**src/rtl/pcs_sync_pkg.sv**
```systemverilog
// Shared types, widths and the code-group classifier for the multi-lane PCS synchroniser.
package pcs_sync_pkg;

  localparam int CG_W   = 10;
  localparam int SUDI_W = 11;
  localparam int STAT_W = 8;

  typedef enum logic [2:0] {
    LOSS_OF_SYNC  = 3'd0,
    COMMA_DETECT  = 3'd1,
    ACQUIRE_SYNC  = 3'd2,
    SYNC_ACQUIRED = 3'd3,
    SYNC_ERR      = 3'd4
  } sync_state_e;

  typedef struct packed {
    logic comma;
    logic data;
    logic invalid;
  } cg_class_t;

  // Groups with a ones count outside 4..6 cannot be legal 8b/10b; a legal group is a comma
  // when its first seven bits (bit 9 first) carry either polarity of the comma pattern.
  function automatic cg_class_t classify_cg(input logic [CG_W-1:0] cg);
    cg_class_t  c;
    logic [3:0] ones;
    ones = 4'd0;
    for (int i = 0; i < CG_W; i++) begin
      ones = ones + {3'd0, cg[i]};
    end
    c.invalid = (ones < 4'd4) || (ones > 4'd6);
    c.comma   = !c.invalid && ((cg[9:3] == 7'b0011111) || (cg[9:3] == 7'b1100000));
    c.data    = !c.invalid && !c.comma;
    return c;
  endfunction

endpackage

```
**src/rtl/pcs_sync_lane.sv**
```systemverilog
// One lane of code-group synchronisation: classifier, sync FSM and registered SUDI output.
// With SYNC_STATS_EN defined the lane also counts SYNC_ERR -> LOSS_OF_SYNC transitions.
module pcs_sync_lane import pcs_sync_pkg::*; #(
  parameter int ACQ_COMMAS   = 3,
  parameter int GOOD_CGS_RUN = 4,
  parameter int ERR_LEVELS   = 3
) (
  input  logic              clk_i,
  input  logic              rst_ni,
  input  logic              srst_i,
  input  logic [CG_W-1:0]   cg_i,
  input  logic              valid_i,
  output logic [SUDI_W-1:0] sudi_o,
  output logic              sudi_valid_o,
  output logic              sync_o
`ifdef SYNC_STATS_EN
  ,
  output logic [STAT_W-1:0] lost_cnt_o
`endif
);

  localparam int CC_W = $clog2(ACQ_COMMAS + 1);
  localparam int GC_W = $clog2(GOOD_CGS_RUN + 1);
  localparam int EL_W = $clog2(ERR_LEVELS + 1);

  sync_state_e       state_q, state_d;
  logic [CC_W-1:0]   comma_cnt_q, comma_cnt_d;
  logic [GC_W-1:0]   good_cnt_q, good_cnt_d;
  logic [EL_W-1:0]   err_lvl_q, err_lvl_d;
  logic              rx_even_q, rx_even_d;
  logic [SUDI_W-1:0] sudi_q;
  logic              sudi_valid_q, sync_q;
  cg_class_t         cls_s;
  logic              pos_even_s, cggood_s;

  // Next-state logic; the position of the incoming group is the toggled rx_even.
  always_comb begin
    state_d     = state_q;
    comma_cnt_d = comma_cnt_q;
    good_cnt_d  = good_cnt_q;
    err_lvl_d   = err_lvl_q;
    rx_even_d   = rx_even_q;
    cls_s       = classify_cg(cg_i);
    pos_even_s  = ~rx_even_q;
    cggood_s    = !(cls_s.invalid | (cls_s.comma & ~pos_even_s));
    if (valid_i) begin
      rx_even_d = pos_even_s;
      case (state_q)
        LOSS_OF_SYNC: begin
          if (cls_s.comma) begin
            rx_even_d   = 1'b1;
            state_d     = COMMA_DETECT;
            comma_cnt_d = CC_W'(1);
          end else begin
            state_d = LOSS_OF_SYNC;
          end
        end
        COMMA_DETECT: begin
          if (cls_s.data) begin
            if (comma_cnt_q >= CC_W'(ACQ_COMMAS)) begin
              state_d    = SYNC_ACQUIRED;
              err_lvl_d  = '0;
              good_cnt_d = '0;
            end else begin
              state_d = ACQUIRE_SYNC;
            end
          end else begin
            state_d     = LOSS_OF_SYNC;
            comma_cnt_d = '0;
          end
        end
        ACQUIRE_SYNC: begin
          if (cls_s.comma) begin
            rx_even_d = 1'b1;
          end else begin
            rx_even_d = pos_even_s;
          end
          if (cls_s.comma && pos_even_s) begin
            state_d = COMMA_DETECT;
            if (comma_cnt_q < CC_W'(ACQ_COMMAS)) begin
              comma_cnt_d = comma_cnt_q + CC_W'(1);
            end else begin
              comma_cnt_d = comma_cnt_q;
            end
          end else if (!cggood_s) begin
            state_d     = LOSS_OF_SYNC;
            comma_cnt_d = '0;
          end else begin
            state_d = ACQUIRE_SYNC;
          end
        end
        SYNC_ACQUIRED: begin
          if (!cggood_s) begin
            state_d    = SYNC_ERR;
            err_lvl_d  = EL_W'(1);
            good_cnt_d = '0;
          end else begin
            state_d = SYNC_ACQUIRED;
          end
        end
        SYNC_ERR: begin
          if (cggood_s) begin
            if (good_cnt_q >= GC_W'(GOOD_CGS_RUN - 1)) begin
              good_cnt_d = '0;
              if (err_lvl_q <= EL_W'(1)) begin
                err_lvl_d = '0;
                state_d   = SYNC_ACQUIRED;
              end else begin
                err_lvl_d = err_lvl_q - EL_W'(1);
              end
            end else begin
              good_cnt_d = good_cnt_q + GC_W'(1);
            end
          end else begin
            good_cnt_d = '0;
            if (err_lvl_q >= EL_W'(ERR_LEVELS - 1)) begin
              state_d     = LOSS_OF_SYNC;
              err_lvl_d   = '0;
              comma_cnt_d = '0;
            end else begin
              err_lvl_d = err_lvl_q + EL_W'(1);
            end
          end
        end
        default: state_d = LOSS_OF_SYNC;
      endcase
    end else begin
      state_d = state_q;
    end
  end

  // Lane state and output registers; power_on wins over any group presented on the same edge.
  always_ff @(posedge clk_i or negedge rst_ni) begin
    if (!rst_ni) begin
      state_q      <= LOSS_OF_SYNC;
      comma_cnt_q  <= '0;
      good_cnt_q   <= '0;
      err_lvl_q    <= '0;
      rx_even_q    <= 1'b0;
      sudi_q       <= '0;
      sudi_valid_q <= 1'b0;
      sync_q       <= 1'b0;
    end else if (srst_i) begin
      state_q      <= LOSS_OF_SYNC;
      comma_cnt_q  <= '0;
      good_cnt_q   <= '0;
      err_lvl_q    <= '0;
      rx_even_q    <= 1'b0;
      sudi_q       <= '0;
      sudi_valid_q <= 1'b0;
      sync_q       <= 1'b0;
    end else begin
      state_q      <= state_d;
      comma_cnt_q  <= comma_cnt_d;
      good_cnt_q   <= good_cnt_d;
      err_lvl_q    <= err_lvl_d;
      rx_even_q    <= rx_even_d;
      sudi_valid_q <= valid_i;
      sync_q       <= (state_d == SYNC_ACQUIRED) || (state_d == SYNC_ERR);
      if (valid_i) begin
        sudi_q <= {cg_i, rx_even_d};
      end else begin
        sudi_q <= sudi_q;
      end
    end
  end

  assign sudi_o       = sudi_q;
  assign sudi_valid_o = sudi_valid_q;
  assign sync_o       = sync_q;

`ifdef SYNC_STATS_EN
  logic [STAT_W-1:0] lost_cnt_q;
  logic              lost_evt_s;

  assign lost_evt_s = valid_i && !srst_i && (state_q == SYNC_ERR) && (state_d == LOSS_OF_SYNC);

  // Loss-of-sync statistics survive power_on; only the hard reset clears them.
  always_ff @(posedge clk_i or negedge rst_ni) begin
    if (!rst_ni) begin
      lost_cnt_q <= '0;
    end else if (lost_evt_s && (lost_cnt_q != 8'hFF)) begin
      lost_cnt_q <= lost_cnt_q + 8'd1;
    end else begin
      lost_cnt_q <= lost_cnt_q;
    end
  end

  assign lost_cnt_o = lost_cnt_q;
`endif

endmodule

```
**src/rtl/pcs_sync_multi.sv**
```systemverilog
// Multi-lane PCS synchroniser: NUM_LANES independent lanes plus a registered all_sync flag.
// Defining SYNC_STATS_EN adds the per-lane sync_lost_cnt output.
module pcs_sync_multi import pcs_sync_pkg::*; #(
  parameter int NUM_LANES    = 4,
  parameter int ACQ_COMMAS   = 3,
  parameter int GOOD_CGS_RUN = 4,
  parameter int ERR_LEVELS   = 3
) (
  input  logic                        Clk,
  input  logic                        mr_main_reset_n,
  input  logic                        power_on,
  input  logic [NUM_LANES*CG_W-1:0]   PUDI,
  input  logic [NUM_LANES-1:0]        pudi_valid,
  output logic [NUM_LANES*SUDI_W-1:0] SUDI,
  output logic [NUM_LANES-1:0]        sudi_valid,
  output logic [NUM_LANES-1:0]        code_sync_status,
  output logic                        all_sync
`ifdef SYNC_STATS_EN
  ,
  output logic [NUM_LANES*STAT_W-1:0] sync_lost_cnt
`endif
);

  logic all_sync_q;

  for (genvar i = 0; i < NUM_LANES; i++) begin : g_lane
    pcs_sync_lane #(
      .ACQ_COMMAS   (ACQ_COMMAS),
      .GOOD_CGS_RUN (GOOD_CGS_RUN),
      .ERR_LEVELS   (ERR_LEVELS)
    ) u_lane (
      .clk_i        (Clk),
      .rst_ni       (mr_main_reset_n),
      .srst_i       (power_on),
      .cg_i         (PUDI[i*CG_W +: CG_W]),
      .valid_i      (pudi_valid[i]),
      .sudi_o       (SUDI[i*SUDI_W +: SUDI_W]),
      .sudi_valid_o (sudi_valid[i]),
      .sync_o       (code_sync_status[i])
`ifdef SYNC_STATS_EN
      ,
      .lost_cnt_o   (sync_lost_cnt[i*STAT_W +: STAT_W])
`endif
    );
  end

  // all_sync trails the registered lane status by one cycle.
  always_ff @(posedge Clk or negedge mr_main_reset_n) begin
    if (!mr_main_reset_n) begin
      all_sync_q <= 1'b0;
    end else if (power_on) begin
      all_sync_q <= 1'b0;
    end else begin
      all_sync_q <= &code_sync_status;
    end
  end

  assign all_sync = all_sync_q;

endmodule

```
**config.mk**
```make
export PLATFORM = sky130hd
export DESIGN_NAME = pcs_sync_multi
export DESIGN_NICKNAME = d
export VERILOG_FILES = /design/src/rtl/pcs_sync_pkg.sv /design/src/rtl/pcs_sync_lane.sv /design/src/rtl/pcs_sync_multi.sv
export SDC_FILE = /design/constraint.sdc
export NUM_CORES = 1
export LEC_CHECK = 0
export CELL_PAD_IN_SITES_DETAIL_PLACEMENT = 1
export CELL_PAD_IN_SITES_GLOBAL_PLACEMENT = 1
export CORE_MARGIN = 2
export CORE_UTILIZATION = 35
export CTS_CLUSTER_SIZE = 30
export DETAILED_ROUTE_END_ITERATION = 12
export PLACE_DENSITY_LB_ADDON = 0.1
export RECOVER_POWER = 25
export SLEW_MARGIN = 10
export SYNTH_ARGS = -nofsm -noshare
export SYNTH_HDL_FRONTEND = slang
export SYNTH_SLANG_ARGS = --single-unit
```
**constraint.sdc**
```tcl
create_clock -name Clk -period 3.5 [get_ports Clk]
set_input_delay 0.525 -clock Clk [delete_from_list [all_inputs] [get_ports Clk]]
set_output_delay 0.525 -clock Clk [all_outputs]
set_load 0.01 [all_outputs]
```
==> Yosys cells after proc, flatten, opt, wreduce, memory -nomap -nowiden <==
Cells that the tools add are included.
{ "totals": {"in_bits": 47, "out_inout_bits": 53, "reg_bits": 97} }
{ "classes": {"add_sub_neg": 52, "reduce_logical": 65, "magnitude_cmp": 28, "mux": 197, "eq_ne": 72, "bitwise_logic": 12} }
{ "op_table": {"columns": ["op", "n"], "rows": [
  ["two-way mux 3 bit", 60],
  ["two-way mux 2 bit", 80],
  ["adder 4 x 1 -> 4 bit", 32],
  ["two-way mux 11 bit", 8],
  ["!= test 3 x 2 -> 1 bit, second input constant", 24],
  ["case mux 3 bit (5 select lines)", 4],
  ["== test 3 x 2 -> 1 bit, second input constant", 12],
  ["case mux 3 bit (3 select lines)", 4],
  ["two-way mux 1 bit", 33],
  ["!= test 4 x 2 -> 1 bit, second input constant", 8],
  ["case mux 2 bit (4 select lines)", 4],
  ["AND reduction 8 bit", 4],
  ["== test 7 x 5 -> 1 bit, second input constant", 4],
  ["== test 7 bit, second input constant", 4],
  ["== test 3 bit, second input constant", 8],
  ["case mux 2 bit (3 select lines)", 4],
  ["AND reduction 6 bit", 4],
  ["AND reduction 5 bit", 4],
  ["nonzero test 5 bit", 4],
  ["adder 2 x 1 -> 2 bit, second input constant", 8],
  [">= comparator 2 bit, second input constant", 8],
  ["greater-than comparator 4 x 3 -> 1 bit, second input constant", 4],
  ["less-than comparator 4 x 3 -> 1 bit, second input constant", 4],
  ["!= test 4 bit, second input constant", 4],
  ["other kinds (19)", 93]
]} }

==> Longest topological paths before layout <==
Gate-level depths: netlist of the first run.
{ "logic_depth": {"depth_word": 22, "depth_mapped": 17, "depth_no_buf": 16} }

==> Modules after synthesis <==
Synthesis of the first run repeated with hierarchy kept, for this count alone.
{ "unflattened": {"cells_unflattened": 730, "hier_area_um2": 6937.9} }
{ "by_module_without_submodules": {"columns": ["module", "n_inst", "cells_per_inst", "area_per_inst_um2"], "rows": [
  ["pcs_sync_lane (g_lane[1].u_lane ...)", 2, 180, 1696.6],
  ["pcs_sync_lane (g_lane[0].u_lane)", 1, 191, 1791.7],
  ["pcs_sync_lane (g_lane[3].u_lane)", 1, 176, 1717.9],
  ["pcs_sync_multi", 1, 3, 35.0]
]} }

==> Least setup slack after synthesis of the first run <==
No wires, ideal clock.
{ "synth_path": {"kind": "input -> register", "from": "in PUDI[30]", "to": "reg g_lane[3].u_lane.err_lvl_q[0]", "path_buffers": 0, "slack_ns": -1.174, "arrival_ns": 4.590, "t_required_ns": 3.416, "path_stages": 16, "path_cell_list": "ha_1 -> inv_1 -> fa_1 -> fa_1 -> fa_1 -> inv_1 -> fa_1 -> inv_1 -> fa_1 -> inv_1 -> a21oi_1 -> nand3_1 -> or3_1 -> a31oi_1 -> mux2_2 -> o22ai_1"} }
{ "synth_between": {"elab_chain_len": 19, "elab_cells_between_ends": 26, "cone_classes": "9 x add/sub; 2 x order compare; 3 x eq/ne; 4 x mux; 2 x bitwise; 6 x reduce/logical"} }
{ "synth_lines": {"columns": ["item", "line", "source"], "rows": [
  ["from (decl)", "pcs_sync_multi.sv:12", "input logic [NUM_LANES*CG_W-1:0] PUDI,"],
  ["adder 1 x 1 -> 2 bit *", "pcs_sync_pkg.sv:29", "ones = ones + {3'd0, cg[i]};"],
  ["adder 4 x 1 -> 4 bit * (8 in a row)", "pcs_sync_pkg.sv:29", null],
  ["less-than comparator 4 x 3 -> 1 bit / greater-than comparator 4 x 3 -> 1 bit (equally long branches)", "pcs_sync_pkg.sv:31", "c.invalid = (ones < 4'd4) || (ones > 4'd6);"],
  ["logical OR 1 bit *", "pcs_sync_pkg.sv:31", null],
  ["logical NOT 1 bit", "pcs_sync_pkg.sv:32, pcs_sync_pkg.sv:33", null],
  ["logical AND 1 bit", "pcs_sync_pkg.sv:32", "c.comma = !c.invalid && ((cg[9:3] == 7'b0011111) || (cg[9:3] == 7'b1100000));"],
  ["bitwise AND 1 bit", "pcs_sync_lane.sv:45", "cggood_s = !(cls_s.invalid | (cls_s.comma & ~pos_even_s));"],
  ["OR 1 bit", "pcs_sync_lane.sv:45", null],
  ["two-way mux 2 bit", "pcs_sync_lane.sv:102", "if (cggood_s) begin"],
  ["case mux 2 bit (3 select lines)", "pcs_sync_lane.sv:48", "case (state_q)"],
  ["two-way mux 2 bit", "pcs_sync_lane.sv:46", "if (valid_i) begin"],
  ["two-way mux 2 bit", "pcs_sync_lane.sv:143", "end else if (srst_i) begin"],
  ["to (signal assigned)", "pcs_sync_lane.sv:156", "err_lvl_q <= err_lvl_d;"],
  ["to (decl)", "pcs_sync_lane.sv:29", "logic [EL_W-1:0] err_lvl_q, err_lvl_d;"]
]} }
Mark *: on every way between the ends. The rest lies on a longest branch, timed or not. The select of a mux whose other input is x is not followed.
A chain may end at the register's enable or synchronous reset.

==> Worst setup path in the final report of the first run <==
{ "layout_path": {"from": "in PUDI[11]", "to": "reg g_lane[1].u_lane.err_lvl_q[1]"} }
{ "layout_between": {"elab_chain_len": 19, "elab_cells_between_ends": 26, "cone_classes": "9 x add/sub; 2 x order compare; 3 x eq/ne; 4 x mux; 2 x bitwise; 6 x reduce/logical"} }
{ "layout_lines": {"columns": ["item", "line"], "rows": [
  ["adder 1 x 1 -> 2 bit *", "pcs_sync_pkg.sv:29"],
  ["adder 4 x 1 -> 4 bit * (8 in a row)", "pcs_sync_pkg.sv:29"],
  ["less-than comparator 4 x 3 -> 1 bit / greater-than comparator 4 x 3 -> 1 bit (equally long branches)", "pcs_sync_pkg.sv:31"],
  ["logical OR 1 bit *", "pcs_sync_pkg.sv:31"],
  ["logical NOT 1 bit", "pcs_sync_pkg.sv:32, pcs_sync_pkg.sv:33"],
  ["logical AND 1 bit", "pcs_sync_pkg.sv:32"],
  ["bitwise AND 1 bit", "pcs_sync_lane.sv:45"],
  ["OR 1 bit", "pcs_sync_lane.sv:45"],
  ["two-way mux 2 bit", "pcs_sync_lane.sv:102"],
  ["case mux 2 bit (3 select lines)", "pcs_sync_lane.sv:48"],
  ["two-way mux 2 bit", "pcs_sync_lane.sv:46"],
  ["two-way mux 2 bit", "pcs_sync_lane.sv:143"],
  ["to (signal assigned)", "pcs_sync_lane.sv:156"],
  ["to (decl)", "pcs_sync_lane.sv:29"]
]} }
Marks and branches as above.

==> summary.md, run 1 <==
| Metric | Value |
|---|---|
| IO Pins | 100 |
| Kind of critical path | input pin to flop |
| TritonCTS clock tree | done |
| Largest net degree at the start of global routing | 79 |
| Post-synth EDFFs | 0 |
| Drt initial violations | 228 |
| CTS Root Cell | clkbuf_16 |
| Final period utilization | 126% |
| Fin area | 9680 µm² |
| ANT nets after route | 0 |
| Post-layout nets | 1006 |
| Num rows | 50 |
| Worst Setup Start Kind | input pin |
| Sequential share of the synthesized area | 35.9% |
| CP most frequent cell | fa_1 |
| Psw | 1.41 mW |
| Comb pwr share | 44.9% |
| VDD IR max | 0.215 mV |
| Status | finished, violations left |
| Post-CTS Hold Buffers | 0 |
| Synth Register Bits | 97 |
| RSZ-0062 raised after global routing | true |
| Filler Cell Count | 2064 |
| Worst Min Path Start | PUDI[20] |
| Syn Area/Cell | 9.25 µm² |
| DRT Pass-1 Iters | 4 |
| Post-Syn Instances | 731 |
| CP Capture Type | flop |
| R2R depth | 6 |
| Slew Limit Fails | 79 |
| Dominant cell type by area after synthesis | dfrtp_1 |
| Via count | 6099 |
| WHS | 0.425 ns |
| Main flop type after synthesis | dfrtp_1 |
| Max Freq | 227 MHz |
| Buf+Inv Stages, Crit Path | 5 |
| DP Area | 8730 µm² |
| First-pass GRT wire length | 33.0 mm |
| Reg power frac | 29.6% |
| Levels on crit path | 17 |
| Hold Crit Depth | 3 |
| Worst skew pair latency | 0.36 ns |
| Switching Fraction | 34.3% |
| Violated checks | max-capacitance violations, max-slew violations, negative setup slack |
| Die area | 20400 µm² |
| Post-Route Utilization | 51.4% |
| Core outline area | 18800 µm² |
| Worst slew margin | -40.3% |
| CTS sink count | 97 |
| Clk pwr share | 25.5% |
| Die Width | 143 µm |
| Arr. time, crit path | 4.70 ns |
| Longest Clk Path Bufs | 2 |
| Antenna diodes | 0 |
| Slowest CP cell | fa_1 |
| Min cycle time layout | 4.41 ns |
| Final setup TNS | -33.81 ns |
| Final wirelength | 20.2 mm |
| Fin. Hold Viols | 0 |
| Max_cap viols | 1 |
| Worst r2r src | g_lane[3].u_lane.state_q[1] |
| Synth warnings | 0 |
| Max H-tree Level | 3 |
| Clock Skews | 0.00941 ns |
| GPL Wtd Cong | 0.826 |
| Synth top area share | 35.9% |
| Cell Pwr Density | 425 nW/µm² |
| Critical Path Start | PUDI[11] |
| Detail Placement HPWL | 14.2 mm |
| Top post-synthesis cells by count | nor2_1, dfrtp_1, inv_1 |
| R2r setup slk | 0.87 ns |
| Vias in the first global route | 6621 |
| Reg clk slew, reported paths | 0.07 ns |
| I/O Buffers | 99 |
| Required time worst endpoint | 3.79 ns |
| DR WL/cell | 17.3 µm |
| Leakage | 4.28 nW |
| Largest cells by area after synthesis | dfrtp_1, fa_1, mux2i_1, ha_1, nor2_1 |
| Tot GR Track Use | 20.0% |
| CTS Buf Count | 9 |
| Worst path max stage delay | 0.52 ns |
| # setup viols final | 52 |
| Antenna violations before repair | 0 |
| Final global-route overflow total | 0 |
| Pint | 2.70 mW |
| Share of cells above drive strength 1 | 27.9% |
| HP Class | input pin to flop |
| Post-Place Setup Slack | -1.71 ns |
| Number of remaining DRC errors | 0 |
| Initial Utilization | 35.9% |
| Syn Std Cell Area | 6760 µm² |
| Ys async rst share | 100% |
| DR vias/cell | 5.22 |
| Worst-margin pin slew | 2.10 ns |
| Setup WS post-layout | -0.914 ns |
| Crit-path max FO | 5 |
| Crit path capture | g_lane[1].u_lane.err_lvl_q[1] |
| Crit path cell chain | buf_6, ha_4, inv_2, fa_1, fa_1, fa_1, inv_2, fa_2, inv_2, fa_1, inv_1, a21o_1, or3_4, o31ai_4, a31oi_4, or3_1, nand3_1 |
| Most common cell in the netlist | nor2_1 |
| Die extent in y | 143 µm |
| Capture point of the worst reg-to-reg path | g_lane[3].u_lane.err_lvl_q[0] |
| Area growth syn-to-layout | 43.2% |
| Yosys cell types | 81 |
| CP top delay family | adder cells |
| Syn_nets | 834 |
-- how the worst min path moves through the flow --
stage	end
floorplan	all_sync
global placement	g_lane[3].u_lane.sudi_o[3]
detailed placement	g_lane[2].u_lane.sudi_o[10]
CTS	g_lane[0].u_lane.good_cnt_q[1]
global route	g_lane[0].u_lane.sudi_o[1]
finish	g_lane[2].u_lane.sudi_o[1]
-- stage by stage --
step	instances	power, mW
CTS	1155	3.94
detailed placement	1125	2.67
global route	1168	4.36
global placement	1125	2.59
floorplan	731	2.07
finish	1168	4.11
-- layout by cell type, fill, tap and decap left out, drive strengths merged, types with 8 or more instances in the layout --
master | Yosys | routed
a211oi | 13 | 13
a21oi | 26 | 26
a31oi | 10 | 10
buf | 25 | 110
clkbuf | 14 | 11
clkdlybuf4s50 | 0 | 81
dfrtp | 97 | 97
fa | 24 | 24
ha | 32 | 32
inv | 77 | 78
mux2 | 11 | 11
mux2i | 45 | 45
nand2 | 40 | 40
nand3 | 13 | 13
nand4 | 11 | 11
nor2 | 101 | 101
nor2b | 8 | 8
nor3 | 15 | 15
nor4 | 10 | 10
o21ai | 22 | 22
o22ai | 8 | 8
or3 | 10 | 10
-- routing by layer --
layer / part of all wire, % / vias to the layer above / global-route usage, %
met5: 0 / - / 0
met4: 1.2 / 0 / 5.37
met3: 2.0 / 16 / 2.78
met2: 53 / 57 / 36.4
met1: 44 / 3119 / 24.8
li1: - / 2907 / -
-- power groups by stage --
stage | Combinational (mW) | Sequential, mW | Clock (mW)
2_1_floorplan | 0.837 | 1.23 | 0
3_3_place_gp | 1.35 | 1.23 | 0
3_5_place_dp | 1.43 | 1.24 | 0
4_1_cts | 1.64 | 1.22 | 1.09
5_1_grt | 2.01 | 1.22 | 1.13
6_report | 1.85 | 1.22 | 1.05
-- final cells by class --
class	count	area [µm²]	share of cell area (%)
multi-input cells	517	4500	46.5
clock inverters	6	66.3	0.685
well taps	260	325	3.36
clock buffers	10	239	2.47
repair buffers	200	1830	18.9
flip-flops and latches	97	2430	25.1
inverters	78	293	3.02
-- registers in the layout, indices dropped and copies added, names as in the netlist --
name and count:
all_sync 1, g_lane.u_lane.sync_o 4, g_lane.u_lane.rx_even_q 4, g_lane.u_lane.comma_cnt_q 8
g_lane.u_lane.sudi_o 44, g_lane.u_lane.sudi_valid_o 4, g_lane.u_lane.good_cnt_q 12, g_lane.u_lane.state_q 12
g_lane.u_lane.err_lvl_q 8
-- timing repair --
action / CTS / global route
cloned: 1 / 0
buffers inserted: 13 / 15
endpoints found under the hold margin: 0 / 0
pin swaps: 55 / 55
resized for setup: 113 / 39
setup endpoints to repair: 52 / 52
-- worst reg2reg max path, stage by stage (launching register included) --
cell and delay, ns:
dfrtp_1 0.63, inv_1 0.21, nor3_1 0.72, nand2_1 0.22, a31oi_4 0.32, mux2_4 0.34, o22ai_2 0.11
-- cells by family after synthesis --
group,count (synthesis),synth area share [%]
DFF,97,35.9
and+or+nand+nor,260,19.9
AOI/OAI and AO/OA,140,15.0
muxes,56,8.50
xor gates and xnor gates,5,0.648
buffers and inverters,117,7.03
adders and majority gates,56,13.0
Power figures use the tool's default switching activity.
==> run 2, diff against run 1 <==
--- a/config.mk
+++ b/config.mk
@@ -5,6 +5,7 @@
 export SDC_FILE = /design/constraint.sdc
 export NUM_CORES = 1
 export LEC_CHECK = 0
+export ABC_AREA = 1
 export CELL_PAD_IN_SITES_DETAIL_PLACEMENT = 1
 export CELL_PAD_IN_SITES_GLOBAL_PLACEMENT = 1
 export CORE_MARGIN = 2
==> run 2 against run 1 <==
  * The flow still finishes with violations (max-capacitance violations, max-slew violations, negative setup slack)
  * Die area down 1.7%
  * Clock skew fell by 0.0019 ns
  * Count of clock-buffer cells in the layout up 2
  * Hold slack got worse by 0.043 ns
  * Sequential power is 7% higher
  * Non-clock buffer count down 5
  * Critical path type unchanged
  * Highest routed layer unchanged
==> summary.md, run 2 <==
| Metric | Value |
|---|---|
| Max Freq | 240 MHz |
| Synth warnings | 0 |
| Top post-synthesis cells by count | nand2_1, inv_1, nor2_1 |
| Crit-path max FO | 5 |
| CP Capture Type | flop |
| Share of cells above drive strength 1 | 27.9% |
| CTS sink count | 97 |
| DR vias/cell | 4.87 |
| Post-synth EDFFs | 0 |
| I/O Buffers | 99 |
| Detail Placement HPWL | 14.0 mm |
| Clock Skews | 0.00747 ns |
| Syn Area/Cell | 7.47 µm² |
| HP Class | input pin to flop |
| Post-Route Utilization | 51.4% |
| Leakage | 4.67 nW |
| Max_cap viols | 1 |
| Worst Min Path Start | PUDI[21] |
| Num rows | 50 |
| Worst slew margin | -66.1% |
| Initial Utilization | 35.6% |
| Violated checks | max-capacitance violations, max-slew violations, negative setup slack |
| Die extent in y | 142 µm |
| Syn Std Cell Area | 6640 µm² |
| ANT nets after route | 0 |
| Slew Limit Fails | 46 |
| Area growth syn-to-layout | 44.3% |
| Required time worst endpoint | 3.74 ns |
| Main flop type after synthesis | dfrtp_1 |
| Max H-tree Level | 3 |
| Longest Clk Path Bufs | 2 |
| Ys async rst share | 100% |
| Cell Pwr Density | 439 nW/µm² |
| # setup viols final | 52 |
| Drt initial violations | 146 |
| Final setup TNS | -25.22 ns |
| Commonest non-fill, non-tap cell in the layout | nand2_1 |
| Post-Place Setup Slack | -1.42 ns |
| Worst r2r src | g_lane[2].u_lane.good_cnt_q[0] |
| Worst-margin pin slew | 2.49 ns |
| Hold Crit Depth | 2 |
| First-pass GRT wire length | 32.1 mm |
| Largest net degree at the start of global routing | 54 |
| Antenna diodes | 0 |
| R2r setup slk | 1.46 ns |
| DR WL/cell | 14.5 µm |
| CTS Root Cell | clkbuf_16 |
| Antenna violations before repair | 0 |
| Largest register FFs | 44 |
| Arr. time, crit path | 4.41 ns |
| Sequential share of the synthesized area | 36.6% |
| Vias in the first global route | 6704 |
| Post-CTS Hold Buffers | 0 |
| Largest cells by area after synthesis | dfrtp_1, nand2_1, inv_1, fa_1, ha_1 |
| Dominant cell type by area after synthesis | dfrtp_1 |
| GPL Wtd Cong | 0.786 |
| Critical Path Start | PUDI[31] |
| Die Width | 142 µm |
| Post-Syn Instances | 889 |
| Syn_nets | 992 |
| Status | finished, violations left |
| DRT Pass-1 Iters | 4 |
| Synth top area share | 36.6% |
| VDD IR max | 0.253 mV |
| Fin. Hold Viols | 0 |
| Capture point of the worst reg-to-reg path | g_lane[2].u_lane.sync_o |
| IO Pins | 100 |
| Worst Setup Start Kind | input pin |
| Core outline area | 18600 µm² |
| Yosys cell types | 46 |
| CTS Buf Count | 9 |
| Final period utilization | 119% |
| Min cycle time layout | 4.17 ns |
| Die area | 20100 µm² |
| Number of remaining DRC errors | 0 |
| RSZ-0062 raised after global routing | true |
| R2R depth | 12 |
| TritonCTS clock tree | done |
| Final global-route overflow total | 0 |
| Via count | 6400 |
| Overall power | 4.20 mW |
| Synth Register Bits | 97 |
| Setup WS post-layout | -0.674 ns |
| Final wirelength | 19.1 mm |
| Post-layout nets | 1178 |
| Most common cell in the netlist | nand2_1 |
| Kind of critical path | input pin to flop |
| Reg clk slew, reported paths | 0.07 ns |
| Commonest cells after routing, fill and taps aside | nand2_1, inv_1, dfrtp_1 |
| Worst hold path endpoint | g_lane[2].u_lane.sudi_o[2] |
| Tot GR Track Use | 19.6% |
| Worst skew pair latency | 0.35 ns |
==> run 2: changes by cell type after synthesis, moves of 13 or more <==
cell	change
buf_1	-13
inv_2	+13
inv_1	+56
o21ai_0	+27
nand3_1	+54
mux2i_1	-45
nand2_1	+183
==> run 2: cell type report <==
class                      instances  area, µm²
tap                              234        293
multi-input combinational        624       4180
clock buffer                      12        256
clock inverter                     4       51.3
timing repair buffer             195       1810
fill                            2288       9060
inverter                         148        569
sequential                        97       2430
==> run 2: metal layers <==
layer | vias up | GRT usage [%] | wire length (µm)
met4 | 0 | 5.11 | 237
met1 | 3101 | 26.0 | 8920
li1 | 3196 | - | -
met3 | 18 | 2.90 | 550
met2 | 85 | 33.4 | 9370
met5 | - | 0 | 0
==> run 2: per-stage QoR <==
step / cells / cell area, µm² / hold WS [ns]
2_1_floorplan: 889 / 6810 / 0.229
3_3_place_gp: 1274 / 8520 / 0.464
3_5_place_dp: 1274 / 8520 / 0.470
4_1_cts: 1304 / 9250 / 0.210
5_1_grt: 1314 / 9580 / 0.377
6_report: 1314 / 9580 / 0.381
==> run 2: worst max path at each step <==
| stage | endpoint | slack [ns] | depth (start not counted) |
|---|---|---|---|
| finish | g_lane[3].u_lane.err_lvl_q[0] | -0.67 | 23 |
| global route | g_lane[1].u_lane.sync_o | -0.81 | 26 |
| CTS | g_lane[3].u_lane.err_lvl_q[0] | -0.69 | 23 |
| detailed placement | g_lane[1].u_lane.err_lvl_q[0] | -1.42 | 21 |
| global placement | g_lane[1].u_lane.err_lvl_q[0] | -1.37 | 21 |
| floorplan | g_lane[1].u_lane.sync_o | -0.58 | 23 |
==> run 2: logic make-up after synthesis <==
family	Yosys count	synth area share, %
compound gates	121	11.0
fa+ha+maj	56	13.3
xor+xnor	1	0.132
simple gates	446	28.8
flops	97	36.6
buf+inv	168	10.2
==> run 2: what timing repair did <==
action	4_1_cts	5_1_grt
endpoints found under the setup margin	52	52
pin swaps	85	70
setup buffers	16	12
endpoints found under the hold margin	0	0
gates resized for setup	142	76
==> run 2: worst max-delay path, cell delays in order <==
cell      delay [ns]
buf_6           0.10
ha_4            0.26
inv_2           0.04
fa_1            0.55
fa_1            0.44
fa_1            0.51
inv_2           0.04
fa_2            0.34
inv_2           0.06
fa_2            0.42
inv_2           0.06
nand2_2         0.04
nand3_2         0.07
a21oi_4         0.05
buf_6           0.13
nand2_4         0.06
inv_4           0.04
o211ai_4        0.23
nand2_4         0.12
nand2_4         0.11
nor2_1          0.05
o21ai_1         0.09
nand2_1         0.06
==> run 2: where the power goes <==
group          internal, mW  switching [mW]  total, mW
Sequential             1.22          0.0899       1.31
Combinational         0.819            1.04       1.85
Clock                 0.594           0.450       1.04
==> run 3, diff against run 2 <==
==> constraint.sdc (replaced) <==
create_clock -name Clk -period 4.38 [get_ports Clk]
set_input_delay 0.657 -clock Clk [delete_from_list [all_inputs] [get_ports Clk]]
set_output_delay 0.657 -clock Clk [all_outputs]
set_load 0.01 [all_outputs]
==> run 3 against run 2 <==
  * The run ends with max-capacitance violations, max-slew violations left
  * Register-to-register slack improved by 0.93 ns
  * Sequential share of layout area rose by 1.5 points
  * Hold slack improved by 0.11 ns
  * Global-route usage fell by 0.12 points
  * Clock power fell by 12%
  * Combinational power fell by 30%
  * Non-clock buffer count fell by 23
  * Critical endpoint is now g_lane[3].u_lane.sync_o
==> summary.md, run 3 (synthesis gave the netlist of run 2 again) <==
| Metric | Value |
|---|---|
| I/O Buffers | 99 |
| VDD IR max | 0.225 mV |
| Commonest non-fill, non-tap cell in the layout | nand2_1 |
| Capture point of the worst reg-to-reg path | g_lane[2].u_lane.sync_o |
| Post-Route Utilization | 48.6% |
| Die extent in y | 142 µm |
| Reg clk slew, reported paths | 0.07 ns |
| R2R depth | 13 |
| Storage element area | 2430 µm² |
| RSZ-0062 raised after global routing | true |
| Area growth syn-to-layout | 36.5% |
| Slew Limit Fails | 40 |
| Final period utilization | 96.7% |
| Die area | 20100 µm² |
| Via count | 6287 |
| Final wirelength | 18.8 mm |
| Setup WS post-layout | 0.145 ns |
| Share of cells above drive strength 1 | 21.1% |
| Longest Clk Path Bufs | 2 |
| Max H-tree Level | 3 |
| Vias in the first global route | 6618 |
| Die Width | 142 µm |
| Core outline area | 18600 µm² |
| First-pass GRT wire length | 31.9 mm |
| Critical Path Start | PUDI[31] |
| Max Freq | 236 MHz |
| DRT Pass-1 Iters | 4 |
| Worst skew pair latency | 0.35 ns |
| Tot GR Track Use | 19.4% |
| DP Area | 8260 µm² |
| Crit path capture | g_lane[3].u_lane.sync_o |
| DR vias/cell | 4.87 |
| Min cycle time layout | 4.24 ns |
| Violated checks | max-capacitance violations, max-slew violations |
| Initial Utilization | 35.6% |
| Fin. Hold Viols | 0 |
| Filler Cell Count | 2334 |
| ANT nets after route | 0 |
| Leakage | 4.47 nW |
| Number of remaining DRC errors | 0 |
| Cell Pwr Density | 360 nW/µm² |
| Antenna diodes | 0 |
| Drt initial violations | 242 |
| Largest net degree at the start of global routing | 40 |
| CTS sink count | 97 |
| DR WL/cell | 14.6 µm |
| Post-Place Setup Slack | -0.674 ns |
| Status | finished, violations left |
| Commonest cells after routing, fill and taps aside | nand2_1, inv_1, dfrtp_1 |
| R2r setup slk | 2.39 ns |
| Post-CTS Hold Buffers | 0 |
| Antenna violations before repair | 0 |
| IO Pins | 100 |
| Worst-margin pin slew | 2.28 ns |
| CTS Root Cell | clkbuf_16 |
| Crit-path max FO | 7 |
| CP Capture Type | flop |
| Largest register FFs | 44 |
| Final global-route overflow total | 0 |
| Worst Setup Start Kind | input pin |
| Fin area | 9060 µm² |
| GPL Wtd Cong | 0.810 |
| Worst r2r src | g_lane[2].u_lane.good_cnt_q[0] |
| Post-layout nets | 1155 |
| CTS Buf Count | 9 |
| Worst slew margin | -52.2% |
| Required time worst endpoint | 4.67 ns |
| Area taken by multi-input logic gates | 3890 µm² |
| HP Class | flop to flop |
| Kind of critical path | input pin to flop |
| Detail Placement HPWL | 14.3 mm |
| TritonCTS clock tree | done |
| Clock Skews | 0.00433 ns |
| # setup viols final | 0 |
| Num rows | 50 |
| Max_cap viols | 1 |
| Arr. time, crit path | 4.53 ns |
[run 3: power breakdown]
group / internal [mW] / total (mW) / switching (mW) / leakage [nW]
logic: 0.555 / 1.30 / 0.743 / 3.02
registers: 0.972 / 1.04 / 0.0696 / 1.29
clock network: 0.559 / 0.919 / 0.359 / 0.164
[run 3: how the worst min path moves through the flow]
stage / startpoint / end / slack [ns] / cells after the start
finish: g_lane[2].u_lane.sudi_o[3] / g_lane[2].u_lane.sudi_o[3] / 0.49 / 2
global route: PUDI[31] / g_lane[3].u_lane.sudi_o[2] / 0.51 / 3
CTS: mr_main_reset_n / g_lane[1].u_lane.sudi_o[4] / 0.31 / 1
detailed placement: g_lane[1].u_lane.sudi_o[0] / g_lane[1].u_lane.sudi_o[0] / 0.47 / 2
global placement: g_lane[1].u_lane.sudi_o[0] / g_lane[1].u_lane.sudi_o[0] / 0.47 / 2
floorplan: mr_main_reset_n / all_sync / 0.36 / 0
[run 3: cell type report]
class,instances,share of cell area (%)
Multi-Input combinational cell,624,42.9
Sequential cell,97,26.8
Timing Repair Buffer,172,17.1
Inverter,148,6.21
Tap cell,234,3.23
Clock buffer,11,2.57
Clock inverter,5,1.15
[run 3: what timing repair did]
item / 4_1_cts / 5_1_grt
pin swaps: 49 / 52
resized for setup: 83 / 86
endpoints found under the setup margin: 46 / 46
setup buffers: 8 / 4
[run 3: routing by layer]
metal  routed length (µm)  track usage (%)
met2                 9320             33.4
met1                 8750             25.6
met3                  532             3.04
met5                    0                0
met4                  228             5.21
[run 3: critical path: stages]
cell	delay, ns
buf_8	0.10
ha_4	0.25
inv_2	0.03
fa_1	0.45
fa_1	0.51
fa_1	0.42
inv_2	0.07
fa_2	0.20
inv_2	0.04
fa_2	0.56
inv_2	0.04
nand2_2	0.05
nand3_2	0.07
a21oi_4	0.25
nand3_2	0.15
buf_6	0.14
nand2_2	0.05
inv_2	0.04
nand2_1	0.04
nand2_1	0.04
nand2_1	0.07
nand3_1	0.07
nand2_1	0.06
nand2_1	0.05
nor2_2	0.10
[run 3: through the flow]
stage          cells  hold WS (ns)  power [mW]  TNS [ns]
6_report        1291         0.488        3.26         0
5_1_grt         1291         0.509        3.50    -0.166
4_1_cts         1287         0.309        3.18  -0.00415
3_5_place_dp    1263         0.466        2.16    -26.44
3_3_place_gp    1263         0.466        2.12    -22.90
2_1_floorplan    889         0.361        1.73         0
==> variant 1, RTL diff (flow settings as in run 1) <==
Put a register stage on the output `code_sync_status`, with the module's reset. The value now appears one clock later. The other outputs are not delayed to match.
--- a/src/rtl/pcs_sync_multi.sv
+++ b/src/rtl/pcs_sync_multi.sv
@@ -21,6 +21,8 @@
 `endif
 );
 
+  logic [NUM_LANES-1:0] code_sync_status_d;
+
   logic all_sync_q;
 
   for (genvar i = 0; i < NUM_LANES; i++) begin : g_lane
@@ -36,7 +38,7 @@
       .valid_i      (pudi_valid[i]),
       .sudi_o       (SUDI[i*SUDI_W +: SUDI_W]),
       .sudi_valid_o (sudi_valid[i]),
-      .sync_o       (code_sync_status[i])
+      .sync_o       (code_sync_status_d[i])
 `ifdef SYNC_STATS_EN
       ,
       .lost_cnt_o   (sync_lost_cnt[i*STAT_W +: STAT_W])
@@ -51,11 +53,19 @@
     end else if (power_on) begin
       all_sync_q <= 1'b0;
     end else begin
-      all_sync_q <= &code_sync_status;
+      all_sync_q <= &code_sync_status_d;
     end
   end
 
   assign all_sync = all_sync_q;
 
+  always_ff @(posedge Clk or negedge mr_main_reset_n) begin
+    if (!mr_main_reset_n) begin
+      code_sync_status <= '0;
+    end else begin
+      code_sync_status <= code_sync_status_d;
+    end
+  end
+
 endmodule
 
Formal check against the unedited RTL: same outputs for any inputs over 4 cycles, from zero or initial values and one cycle with mr_main_reset_n low; that may be too few to reach the edited logic, so the function may still have changed.
==> variant 1 against run 1 <==
The run still ends with capacitance limit, slew limit, setup timing left; die area is 1.4% higher; sequential cell count is 4 higher; register-to-register slack worse by 0.10 ns; worst hold slack worse by 0.038 ns; total power is 0.33% higher; worst setup slack better by 0.0094 ns; synthesized cell count is 0.68% lower; design area is 5.1% higher; critical path depth stayed put; synthesized area is 1.5% higher; wire length is 0.84% higher; critical path type unchanged; critical endpoint is now g_lane[0].u_lane.err_lvl_q[0].
==> variant 1: results <==
[outcome]
status = "complete, but fails checks"
violations = "capacitance limit, slew limit, setup timing"

[worst_setup_path]
path_max_fanout = 3
max_stage_delay_ns = 0.55
crit_arrival_ns = 4.64
worst_path_max_delay_cell = "or4_4"

[timing]
setup_tns_ns = -32.26
slew_violations = 47
layout_setup_ws_ns = -0.9049
worst_pin_slew_ns = 2.674
clock_skew_ns = 0.005742
setup_viol = 52

[synthesis]
synth.net_count = 829
synthTopCellsByCount = "dfrtp_1, nor2_1, inv_1, mux2i_1, nand2_1"
synth_compound_area_frac = 0.1554
synth_cell_types = 89
synth_area_leaders = "dfrtp_1, fa_1, mux2i_1"
synthMuxAreaShare = 0.06912
ys_seq_area_frac = 0.3684
synthXorXnorAreaFrac = 0.006383
synthAdderAreaFrac = 0.1284

[global_routing]
grt_pass1_vias = 6836
grt_util_met1 = 0.2430
grt_use_met3 = 0.03013
gr-usage-met2 = 0.3787
grt_max_degree = 57

[placement]
place_area_sq_um = 8919
place.gp.congestion = 0.8058
preCtsSetupSlack_ns = -1.778

[min_path]
hp-class = "register to register"

[power_and_ir_drop]
leakage_nw = 4.522
irDropWorstVdd_mv = 0.2534

[layout]
fillers = 2124
drive_gt1_frac = 0.3279

[clock_network]
cts_setup_buffers = 18
ctsResizeCount = 149

[detailed_routing]
route.met2.wl_mm = 10.79
met1Wirelength_mm = 8.589

[run]
drv_cap = 1
-- variant 1: per-stage QoR --
step | hold WS, ns | cells | util
after CTS | 0.2148 | 1166 | 0.5075
after detailed placement | 0.3743 | 1134 | 0.4613
after global routing | 0.4034 | 1180 | 0.5264
after floorplan | 0.2294 | 726 | -
after global placement | 0.3688 | 1134 | 0.4613
final | 0.3868 | 1180 | 0.5264
-- variant 1: power by group through the flow --
stage	logic, mW	registers, mW	clock network, mW
4_1_cts	1.71	1.25	1.04
3_3_place_gp	1.32	1.26	0
5_1_grt	2.02	1.25	1.09
2_1_floorplan	0.834	1.27	0
3_5_place_dp	1.40	1.27	0
6_report	1.86	1.25	1.02
-- variant 1: final timing paths --
kind / from / endpoint / slack, ns / cells past startpoint
max: PUDI[1] / g_lane[0].u_lane.err_lvl_q[0] / -0.90 / 17
min: g_lane[1].u_lane.sync_o / code_sync_status[1] / 0.39 / 0
max reg2reg: g_lane[2].u_lane.state_q[2] / g_lane[2].u_lane.sync_o / 0.77 / 7
min reg2reg: g_lane[1].u_lane.sync_o / code_sync_status[1] / 0.39 / 0
max in group asynchronous: mr_main_reset_n / g_lane[0].u_lane.sudi_o[2] / 0.39 / 2
min in group asynchronous: mr_main_reset_n / g_lane[1].u_lane.state_q[2] / 1.02 / 1
-- variant 1: final cells by class --
cell class / instances / area, sq um / share of cell area
Tap cell: 265 / 331.6 / 0.03258
Multi-Input combinational cell: 510 / 4803 / 0.4720
Sequential cell: 101 / 2527 / 0.2483
Clock inverter: 4 / 28.78 / 0.002828
Timing Repair Buffer: 211 / 1931 / 0.1897
Inverter: 77 / 289.0 / 0.02840
Clock buffer: 12 / 266.5 / 0.02619
==> variant 2, RTL diff (config.mk and constraints of run 1) <==
Made on the original files. The option `SYNC_STATS_EN` is turned on by a define.
--- a/src/rtl/pcs_sync_lane.sv
+++ b/src/rtl/pcs_sync_lane.sv
@@ -1,5 +1,7 @@
 // One lane of code-group synchronisation: classifier, sync FSM and registered SUDI output.
 // With SYNC_STATS_EN defined the lane also counts SYNC_ERR -> LOSS_OF_SYNC transitions.
+`define SYNC_STATS_EN
+
 module pcs_sync_lane import pcs_sync_pkg::*; #(
   parameter int ACQ_COMMAS   = 3,
   parameter int GOOD_CGS_RUN = 4,
Behaviour (old outputs only; new: sync_lost_cnt): unchanged (Yosys induction, for registers that start in step).
==> variant 2 against run 1 <==
Register-to-register slack worse by 0.04 ns; utilization is 2.6 points higher; synthesized cell count is 16% higher; design area is 27% higher; highest routed layer unchanged; the run still ends with capacitance limit, slew limit, setup timing left; worst setup slack better by 0.098 ns; wire length is 17% higher; sequential cell count is 32 higher; fmax is 2.3% higher; count of clock-buffer cells in the layout is 9 higher; critical endpoint is now g_lane[3].u_lane.err_lvl_q[0]; synthesized area is 20% higher; largest cell class unchanged; die area is 20% higher; total power is 31% higher.
==> variant 2: results <==
[worst_setup_path]
r2r_start = "g_lane[0].u_lane.good_cnt_q[0]"
rrSetupSlack_ns = 0.83
rr_worst_depth = 11
crit_path_end = "g_lane[3].u_lane.err_lvl_q[0]"
cp-startpoint = "PUDI[30]"

[detailed_routing]
route.met2.wl_mm = 11.59
drt_iter0_drc = 269
vias = 7140
wl_per_cell_microns = 17.09
route.met3.wl_microns = 518

[placement]
place.gp.congestion = 0.7604
preCtsSetupSlack_ns = -1.714
place_area_sq_um = 10800
dp_hpwl_mm = 15.89

[layout]
nets = 1186

[timing]
setup_tns_ns = -50.27
slew_violations = 57
layout_setup_ws_ns = -0.8167
clock_skew_ns = 0.01121
setup_viol = 84

[power_and_ir_drop]
powerClk_mw = 1.75
p_int_mw = 3.604
power_frac_seq = 0.308
leakage_nw = 5.582
irDropWorstVdd_mv = 0.3049

[run]
drv_cap = 1

[synthesis]
synthCells = 846
synth_compound_area_frac = 0.1325
synth_area_leaders = "dfrtp_1, fa_1, mux2i_1"
synthTopCellsByCount = "dfrtp_1, nor2_1, inv_1, nand2_1, mux2i_1"
ys_seq_area_frac = 0.3969

[outcome]
status = "complete, but fails checks"
violations = "capacitance limit, slew limit, setup timing"

[global_routing]
grt_use_met3 = 0.03434
grt_pass1_vias = 7688
grt_max_degree = 58
gr-usage-met2 = 0.3398
grt_util_met1 = 0.2646
grt_pass1_wl_mm = 39.34

[clock_network]
htree_levels = 4
clock_latency_ns = 0.43
variant 2: changes by cell type after synthesis, sizes merged, moves of 6 or more:
cell          run 1  this run
xor2              1        13
o31ai             6        13
nand2            40        53
o21ai            22        30
xnor2             4        22
dfrtp            97       129
and3              6        20
nand3            13        22
nor3             15        24
mux2             11         5
variant 2: logic make-up after synthesis:
family / after synthesis
multiplexers: 53
XOR/XNOR: 35
AO/OA/AOI/OAI: 150
flip-flops: 129
AND/OR/NAND/NOR: 300
buffers and inverters: 119
adder cells (fa/ha/maj): 60
variant 2: area by class of cell:
type | instances | area (sq um) | area share
clock buffer | 19 | 452.9 | 0.03690
clock inverter | 13 | 113.9 | 0.009275
multi-input combinational | 598 | 5429 | 0.4423
tap | 285 | 356.6 | 0.02905
sequential | 129 | 3228 | 0.2630
timing repair buffer | 254 | 2396 | 0.1952
inverter | 79 | 299.0 | 0.02436
variant 2: what timing repair did:
action	in CTS	in global routing
setup buffers	17	11
gates cloned	0	0
setup endpoints to repair	84	84
resized for setup	147	71
pin swaps	82	63
